===== config.mk =====
export PLATFORM = sky130hd
export DESIGN_NAME = mag_window_monitor
export DESIGN_NICKNAME = d
export VERILOG_FILES = /design/src/rtl/mag_mon_pkg.sv /design/src/rtl/mag_avg_window.sv /design/src/rtl/mag_window_monitor.sv
export SDC_FILE = /design/constraint.sdc
export NUM_CORES = 1
export LEC_CHECK = 0
export ABC_AREA = 0
export BUFFER_PORTS_ARGS = -buffer_cell sky130_fd_sc_hd__buf_2
export CAP_MARGIN = 20
export CORE_ASPECT_RATIO = 1.4
export CORE_MARGIN = 2
export CORE_UTILIZATION = 50
export CTS_CLUSTER_SIZE = 10
export DETAILED_ROUTE_END_ITERATION = 7
export PLACE_DENSITY = 0.7
export SLEW_MARGIN = 25
export SYNTH_ARGS = -nofsm -noshare
export SYNTH_HDL_FRONTEND = slang
export SYNTH_SLANG_ARGS = --single-unit

===== constraint.sdc =====
create_clock -name clk -period 7.2 [get_ports clk]
set_clock_uncertainty 0.2 [all_clocks]
set_input_delay 0.72 -clock clk [delete_from_list [all_inputs] [get_ports clk]]
set_output_delay 0.72 -clock clk [all_outputs]
set_load 0.005 [all_outputs]

===== src/rtl/mag_mon_pkg.sv =====
// Shared types and constants for the magnitude window monitor.
package mag_mon_pkg;

    localparam int unsigned DefWidth   = 8;
    localparam int unsigned DefWinLog2 = 2;
    localparam int unsigned DefHold    = 3;

    // Alarm FSM states
    typedef enum logic [2:0] {
        StFill,
        StNormal,
        StPendHi,
        StAlarm,
        StPendLo
    } mon_state_e;

    // Running sum must hold 2^win_log2 full-scale samples without overflow
    function automatic int unsigned sum_width(input int unsigned width,
                                              input int unsigned win_log2);
        return width + win_log2;
    endfunction

endpackage


===== src/rtl/mag_avg_window.sv =====
// Power-of-two moving average over the last 2^WIN_LOG2 accepted samples.
// avg_valid pulses one cycle after each sample once the window is full.
module mag_avg_window
    import mag_mon_pkg::*;
#(
    parameter int unsigned WIDTH    = DefWidth,
    parameter int unsigned WIN_LOG2 = DefWinLog2
) (
    input  logic             clk,
    input  logic             rst_n,
    input  logic             clear,
    input  logic [WIDTH-1:0] sample,
    input  logic             sample_valid,
    output logic [WIDTH-1:0] avg_out,
    output logic             avg_valid
);

    localparam int unsigned Depth = 1 << WIN_LOG2;
    localparam int unsigned SumW  = sum_width(WIDTH, WIN_LOG2);
    localparam int unsigned FillW = WIN_LOG2 + 1;
    localparam logic [FillW-1:0] FillFull = FillW'(Depth);

    // win_q[0] is the newest sample, win_q[Depth-1] the oldest
    logic [WIDTH-1:0] win_q [Depth];
    logic [WIDTH-1:0] win_d [Depth];
    logic [SumW-1:0]  sum_q, sum_d;
    logic [FillW-1:0] fill_q, fill_d;
    logic             pend_q, pend_d;
    logic [WIDTH-1:0] avg_q, avg_d;
    logic             avg_valid_q, avg_valid_d;

    // Next-state: shift window, update running sum, schedule the average
    always_comb begin
        win_d       = win_q;
        sum_d       = sum_q;
        fill_d      = fill_q;
        pend_d      = 1'b0;
        avg_d       = avg_q;
        avg_valid_d = pend_q;

        // sum_q already includes the sample accepted last cycle
        if (pend_q) begin
            avg_d = WIDTH'(sum_q >> WIN_LOG2);
        end

        if (sample_valid) begin
            for (int i = Depth - 1; i > 0; i--) begin
                win_d[i] = win_q[i-1];
            end
            win_d[0] = sample;
            // Oldest is still zero while filling, so the subtraction is harmless
            sum_d = sum_q + SumW'(sample) - SumW'(win_q[Depth-1]);
            if (fill_q != FillFull) begin
                fill_d = fill_q + FillW'(1);
            end
            pend_d = (fill_d == FillFull);
        end

        if (clear) begin
            for (int i = 0; i < Depth; i++) begin
                win_d[i] = '0;
            end
            sum_d       = '0;
            fill_d      = '0;
            pend_d      = 1'b0;
            avg_d       = '0;
            avg_valid_d = 1'b0;
        end
    end

    // State registers
    always_ff @(posedge clk or negedge rst_n) begin
        if (!rst_n) begin
            for (int i = 0; i < Depth; i++) begin
                win_q[i] <= '0;
            end
            sum_q       <= '0;
            fill_q      <= '0;
            pend_q      <= 1'b0;
            avg_q       <= '0;
            avg_valid_q <= 1'b0;
        end else begin
            win_q       <= win_d;
            sum_q       <= sum_d;
            fill_q      <= fill_d;
            pend_q      <= pend_d;
            avg_q       <= avg_d;
            avg_valid_q <= avg_valid_d;
        end
    end

    assign avg_out   = avg_q;
    assign avg_valid = avg_valid_q;

endmodule


===== src/rtl/mag_window_monitor.sv =====
// Magnitude window monitor: moving average, peak, sample count and a
// debounced hysteretic alarm on the average.
// Optional feature macro MAG_MIN_TRACK_EN adds a running minimum (min_out).
module mag_window_monitor
    import mag_mon_pkg::*;
#(
    parameter int unsigned WIDTH    = DefWidth,
    parameter int unsigned WIN_LOG2 = DefWinLog2,
    parameter int unsigned HOLD     = DefHold
) (
    input  logic             clk,
    input  logic             rst_n,
    input  logic [WIDTH-1:0] mag_in,
    input  logic             mag_valid,
    input  logic             clear,
    input  logic [WIDTH-1:0] thr_hi,
    input  logic [WIDTH-1:0] thr_lo,
    output logic [WIDTH-1:0] avg_out,
    output logic             avg_valid,
    output logic [WIDTH-1:0] peak_out,
    output logic             alarm,
    output logic             alarm_rise,
    output logic [15:0]      sample_cnt
`ifdef MAG_MIN_TRACK_EN
    ,
    output logic [WIDTH-1:0] min_out
`endif
);

    localparam logic [3:0] HoldCnt = 4'(HOLD);

    // clear wins over a coincident sample
    logic accept;
    assign accept = mag_valid & ~clear;

    mag_avg_window #(
        .WIDTH    (WIDTH),
        .WIN_LOG2 (WIN_LOG2)
    ) u_avg (
        .clk          (clk),
        .rst_n        (rst_n),
        .clear        (clear),
        .sample       (mag_in),
        .sample_valid (accept),
        .avg_out      (avg_out),
        .avg_valid    (avg_valid)
    );

    mon_state_e       state_q, state_d, eval_state;
    logic [3:0]       hold_q, hold_d, hold_inc;
    logic             alarm_q, alarm_d;
    logic             rise_q, rise_d;
    logic [WIDTH-1:0] thr_lo_eff;
    logic             is_hi, is_lo;
    logic [WIDTH-1:0] peak_q, peak_d;
    logic [15:0]      cnt_q, cnt_d;

    assign thr_lo_eff = (thr_lo < thr_hi) ? thr_lo : thr_hi;
    assign is_hi      = (avg_out >= thr_hi);
    assign is_lo      = (avg_out < thr_lo_eff);
    assign hold_inc   = hold_q + 4'd1;
    // The first average out of FILL is judged as if already in NORMAL
    assign eval_state = (state_q == StFill) ? StNormal : state_q;

    // Alarm FSM next-state; steps only on a fresh average
    always_comb begin
        state_d = state_q;
        hold_d  = hold_q;

        if (avg_valid) begin
            state_d = eval_state;
            unique case (eval_state)
                StNormal: begin
                    if (is_hi) begin
                        if (HOLD == 1) begin
                            state_d = StAlarm;
                            hold_d  = '0;
                        end else begin
                            state_d = StPendHi;
                            hold_d  = 4'd1;
                        end
                    end
                end
                StPendHi: begin
                    if (!is_hi) begin
                        state_d = StNormal;
                        hold_d  = '0;
                    end else if (hold_inc == HoldCnt) begin
                        state_d = StAlarm;
                        hold_d  = '0;
                    end else begin
                        hold_d = hold_inc;
                    end
                end
                StAlarm: begin
                    if (is_lo) begin
                        if (HOLD == 1) begin
                            state_d = StNormal;
                            hold_d  = '0;
                        end else begin
                            state_d = StPendLo;
                            hold_d  = 4'd1;
                        end
                    end
                end
                StPendLo: begin
                    if (!is_lo) begin
                        state_d = StAlarm;
                        hold_d  = '0;
                    end else if (hold_inc == HoldCnt) begin
                        state_d = StNormal;
                        hold_d  = '0;
                    end else begin
                        hold_d = hold_inc;
                    end
                end
                default: begin
                    state_d = StNormal;
                    hold_d  = '0;
                end
            endcase
        end

        alarm_d = (state_d == StAlarm) || (state_d == StPendLo);
        rise_d  = alarm_d & ~alarm_q;

        if (clear) begin
            state_d = StFill;
            hold_d  = '0;
            alarm_d = 1'b0;
            rise_d  = 1'b0;
        end
    end

    // Peak and saturating sample counter next-state
    always_comb begin
        peak_d = peak_q;
        cnt_d  = cnt_q;
        if (accept) begin
            if (mag_in > peak_q) begin
                peak_d = mag_in;
            end
            if (cnt_q != 16'hFFFF) begin
                cnt_d = cnt_q + 16'd1;
            end
        end
        if (clear) begin
            peak_d = '0;
            cnt_d  = '0;
        end
    end

    // FSM, alarm, peak and counter registers
    always_ff @(posedge clk or negedge rst_n) begin
        if (!rst_n) begin
            state_q <= StFill;
            hold_q  <= '0;
            alarm_q <= 1'b0;
            rise_q  <= 1'b0;
            peak_q  <= '0;
            cnt_q   <= '0;
        end else begin
            state_q <= state_d;
            hold_q  <= hold_d;
            alarm_q <= alarm_d;
            rise_q  <= rise_d;
            peak_q  <= peak_d;
            cnt_q   <= cnt_d;
        end
    end

    assign peak_out   = peak_q;
    assign alarm      = alarm_q;
    assign alarm_rise = rise_q;
    assign sample_cnt = cnt_q;

`ifdef MAG_MIN_TRACK_EN
    logic [WIDTH-1:0] min_q, min_d;

    // Running minimum next-state; idles at all-ones until a sample arrives
    always_comb begin
        min_d = min_q;
        if (accept && (mag_in < min_q)) begin
            min_d = mag_in;
        end
        if (clear) begin
            min_d = '1;
        end
    end

    // Running minimum register
    always_ff @(posedge clk or negedge rst_n) begin
        if (!rst_n) begin
            min_q <= '1;
        end else begin
            min_q <= min_d;
        end
    end

    assign min_out = min_q;
`else
    // Minimum tracking not built in this configuration
`endif

endmodule


# Word level (Yosys, flattened, before mapping)
# Index checks and enable logic that the tools add are counted.
# W data, S select, Z words.
# totals
reg_bits	88
in_bits	28
output_inout_bits	35
word_cells	90
# op_classes
n_addsub	5
n_lt_le_gt_ge	4
eq_ne	12
muxes	40
n_bitwise	4
n_reduce_logical	10
# op_table
op	n
$mux W32	2
$mux W16	3
$mux W8	6
$mux W3	13
$mux W4	7
$mux W10	2
$add A16 B1 Y16 const B	1
$lt A8 B8 Y1	2
$ne A16 B16 Y1 const B	1
$pmux W4 S4	1
$pmux W3 S4	1
$add A10 B8 Y10	1
$reduce_bool A2 Y1	5
$sub A10 B8 Y10	1
$eq A3 B2 Y1 const B	3
$eq A3 B3 Y1 const B	3
$ne A3 B3 Y1 const B	3
$ge A8 B8 Y1	1
$gt A8 B8 Y1	1
$mux W1	5
$add A4 B1 Y4 const B	1
$eq A4 B2 Y1 const B	1
$reduce_and A2 Y1	2
$add A3 B1 Y3 const B	1
6 further kinds	8

# Logic depth before layout (Yosys ltp)
# depth
ltp_word	10
mapped_depth	16

# Hierarchy
# A second synthesis with hierarchy kept.
# hier_totals
cells_unflattened	585
area_unflattened_um2	5545.3
# by_module_without_submodules
module	instances	cells_each	area_each_um2	seq_area_each_um2
mag_avg_window	1	298	2995.4	1376.3
mag_window_monitor	1	287	2549.9	825.8

# Least setup slack after synthesis
# No wires, ideal clock.
# synth_path
path_kind	input to register
startpoint	in thr_hi[1]
endpoint	reg hold_q[0]
t_arrival_ns	4.242
required_time_ns	6.922
slack_ns	2.680
path_stages	15
n_path_buf	1
path_cell_list	inv_1 -> ha_1 -> a2111oi_2 -> nor3_1 -> or2_2 -> clkbuf_1 -> mux2i_1 -> ha_1 -> a2111oi_1 -> o2111a_1 -> o31a_1 -> o31ai_4 -> a211o_1 -> a211o_1 -> a21oi_1
# synth_via
elab_chain_len	7
elab_cells_between_ends	12
classes_between	order compare (3); eq/ne (2); mux (6); reduce/logical (1)
# synth_rtl
element	line_no	rtl
from (decl)	mag_window_monitor.sv:16	input logic [WIDTH-1:0] thr_hi,
$lt A8 B8 Y1	mag_window_monitor.sv:58	assign thr_lo_eff = (thr_lo < thr_hi) ? thr_lo : thr_hi;
$mux W8	mag_window_monitor.sv:58	
$lt A8 B8 Y1	mag_window_monitor.sv:60	assign is_lo = (avg_out < thr_lo_eff);
$mux W4	mag_window_monitor.sv:107	if (!is_lo) begin
$pmux W4 S4	mag_window_monitor.sv:72	unique case (eval_state)
$mux W4	mag_window_monitor.sv:70	if (avg_valid) begin
$mux W4	mag_window_monitor.sv:127	if (clear) begin
to (signal assigned)	mag_window_monitor.sv:164	hold_q <= hold_d;
to (decl)	mag_window_monitor.sv:50	logic [3:0] hold_q, hold_d, hold_inc;
# Several ways; a longest one is shown, not always the timed one. The select of a mux whose other input is x is not followed.
# A chain may end at the register's enable or synchronous reset.

# Final worst setup path
# layout_path
startpoint	in thr_hi[1]
endpoint	reg hold_q[1]
# The elaborated chain is that of the path after synthesis.

==> qor.txt <==
status: finished clean
proportion of synthesized area in mux cells: 12.3%
top-area cell type share of the netlist area: 39.8%
largest vdd supply drop: 157 uV
total of buffers placed on input and output ports: 62
post-synthesis sequential element count: 88
final worst setup slack: 2.66 ns
worst reg2reg setup slack: 4.06 ns
cell chosen for the clock root: clkbuf_16
wire length of the first global-routing pass: 18,800 um
async set or reset register ratio after synthesis: 100%
drt wl/cell: 14.1 um
sequential element share of the synthesized area: 39.8%
internal cell power: 0.963 mW
number of buffers created by CTS: 9
worst min path class: in -> async
DRC marker count from the first detailed-route iteration: 172
final net count: 709
Yosys top cell by area: dfrtp_1
wirelength, routed: 10,900 um
Max Buffers Root-to-Sink: 2
xor/xnor cell area share of the yosys netlist: 3.01%
clock network latency to the later pin of the worst-skew pair: 0.33 ns
number of fill cells: 955
number of antenna violations at the first check in global routing: 0
final-report hold violation count: 0
Switching Fraction: 29.6%
final setup TNS: 0 ns
portion of the clock cycle consumed by the worst path in the final layout: 63.0%
row cnt: 45
Crit Reg-Reg Startpoint: u_avg.sum_q[1]
Slew Limit Fails: 0
sum of overflow across all layers after global routing: 0
starting density of the core: 51.2%
die extent in x: 92.9 um
simple-gate share of the synthesized area: 15.2%
worst r2r dst: u_avg.sum_q[8]
sum of internal, switching and leakage power: 1.37 mW
area enclosed by the die boundary: 11,900 sq um
Placed Instance Area: 5970 sq um
I/O pin count: 63
total power per unit cell area: 218 nW/um^2
core area: 10,800 sq um
number of levels in the clock H-tree: 3
Placer Congestion: 0.949
count of nets left with antenna violations after detail routing: 0
count of endpoints failing setup in the final report: 0
first-pass detailed-route iteration total: 4
Netlist Area Pre-Place: 5530 sq um
count of unique library cells instantiated by Yosys: 63
total of cells resized after clock tree synthesis: 0
capturing element type of the critical path: flip-flop
maxcap violations: 0
post-DR vias/cell: 5.45
design area: 6280 sq um
overall die height: 128 um
Final min period: 4.54 ns
number of standard cells after synthesis: 571
Post-Route Hold Slack: 0.121 ns
Post-synth EDFFs: 0
clock tree from TritonCTS: yes
Startpoint Class: primary input
critical path data required time: 7.23 ns
LEAKAGE: 3.14 nW
number of synthesis warnings: 0
clock-pin slew of the registers on the worst-case setup and hold paths: 0.06 ns
Clk network pwr share: 34.2%
Detailed Place HPWL: 8220 um
fraction of the core area covered by cells at the end of the flow: 58.1%
net switching power: 0.404 mW
Worst Max-Slew Pin Slew: 0.862 ns
leading register cell type out of synthesis: dfrtp_1
# placed instances: 758
synthesized-area fraction occupied by ao, oa, aoi and oai cells: 11.0%
post-CTS setup repair buffer count: 0
maximum fanout count along the critical path: 7
sequential share of power: 40.4%
category of the critical setup timing path: in -> reg
worst setup slack before clock tree synthesis: 2.27 ns
cell depth of the worst flop-to-flop path: 11
fraction of final layout cells sized beyond drive strength 1: 14.5%
diode count: 0
main combinational cell family by area after synthesis: simple AND/OR/NAND/NOR gates
post-route insts no fill: 774
setup repair after global routing missed its margin: false
top cells by area, synth: dfrtp_1 (40%), mux2i_1 (12%), ha_1 (10%)
worst slew margin relative to its limit: 42.6%
mean instance size in the synthesized netlist: 9.69 sq um
share of synthesized cell area in full adder, half adder and majority cells: 13.1%
Post-route DRC: 0
number of global-route vias before repair: 4,154
area growth from synthesis to final layout: 13.5%
logic gate share of total power: 25.4%
data arrival time of the worst path: 4.57 ns
pin count of the biggest net entering global routing: 58
Syn Nets: 652
Max Clock Freq: 220 MHz
total of hold buffers inserted after clock tree synthesis: 0
clock tree sinks: 88
GRT Overall Usage: 19.6%
vias: 4,221
-- registers in the layout, indices dropped and copies added, names as in the netlist, 3 cells and up --
register and cells:
hold_q 4, peak_out 8, sample_cnt 16, state_q 3, u_avg.avg_out 8, u_avg.fill_q 3, u_avg.sum_q 10, u_avg.win_q 32
-- worst max-delay path, stage by stage --
cell,delay (ns)
buf_2,0.09
inv_1,0.05
ha_1,0.30
a2111oi_2,0.45
nor3_1,0.08
or2_2,0.42
mux2i_1,0.15
ha_1,0.31
a2111oi_1,0.59
o2111a_1,0.29
o31a_1,0.20
o31ai_4,0.14
o31ai_1,0.46
nand2_1,0.09
o31ai_1,0.24
-- how the worst max path moves through the flow --
stage / slack, ns / end / start
2_1_floorplan: 2.68 / hold_q[0] / thr_hi[1]
3_5_place_dp: 2.27 / hold_q[1] / thr_hi[1]
4_1_cts: 2.62 / hold_q[1] / thr_hi[1]
6_report: 2.66 / hold_q[1] / thr_hi[1]
3_3_place_gp: 2.51 / hold_q[0] / thr_hi[1]
5_1_grt: 2.26 / hold_q[1] / thr_hi[1]
-- placed cells by master, fill, tap and decap left out, drive strengths merged, types with 5 or more instances in the layout --
cell type / instances
nor2: 87
nand2b: 7
dfrtp: 88
o31ai: 5
o21a: 5
clkbuf: 11
ha: 45
nand2: 22
mux2i: 67
fa: 8
nand4: 6
buf: 65
nand3: 14
a21o: 8
xnor2: 15
o21ai: 13
a21oi: 19
inv: 64
nor3: 14
-- power by group through the flow --
stage / combinational (mW) / sequential, mW / clock, mW
6_report: 0.347 / 0.552 / 0.468
2_1_floorplan: 0.267 / 0.553 / 0
4_1_cts: 0.352 / 0.552 / 0.479
3_3_place_gp: 0.327 / 0.559 / 0
3_5_place_dp: 0.350 / 0.561 / 0
5_1_grt: 0.401 / 0.556 / 0.497
-- cell type report --
type	count	area, sq um	share of cell area (%)
repair buffers	65	335	5.34
clock buffers	11	253	4.02
well taps	141	176	2.81
flip-flops and latches	88	2200	35.1
multi-input cells	400	3020	48.1
clock inverters	5	55.1	0.876
inverters	64	240	3.82
-- cells in the mapped netlist, drive strengths merged (2+ instances only) --
library cell   n
xnor2         15
mux2i         67
fa             8
nor2b          3
nor4           4
a31oi          3
o22ai          2
a211o          3
a211oi         3
buf            3
o31a           2
and4           2
inv           64
ha            45
o21bai         2
o21ai         13
a21o           8
a21oi         19
or4            2
o31ai          5
or3            3
xor2           4
o211ai         4
or4b           2
a41oi          2
clkbuf        16
o21a           5
nor3          14
or2            2
nand4          6
dfrtp         88
nand3         14
nor2          87
nand2         22
nor4b          3
a2111oi        2
nand2b         7
-- kinds of logic after synthesis --
family / Yosys count
flip-flops: 88
multiplexers: 68
XOR/XNOR: 19
AO/OA/AOI/OAI: 84
buffers and inverters: 83
adder cells (fa/ha/maj): 53
AND/OR/NAND/NOR: 176
-- layer usage --
metal	track usage, %	up-vias	part of all wire, %
li1	-	2087	-
met1	23.7	2026	43
met2	34.1	87	51
met3	3.98	21	3.7
met4	8.13	0	2.2
met5	0	-	0
Power figures use the tool's default switching activity.
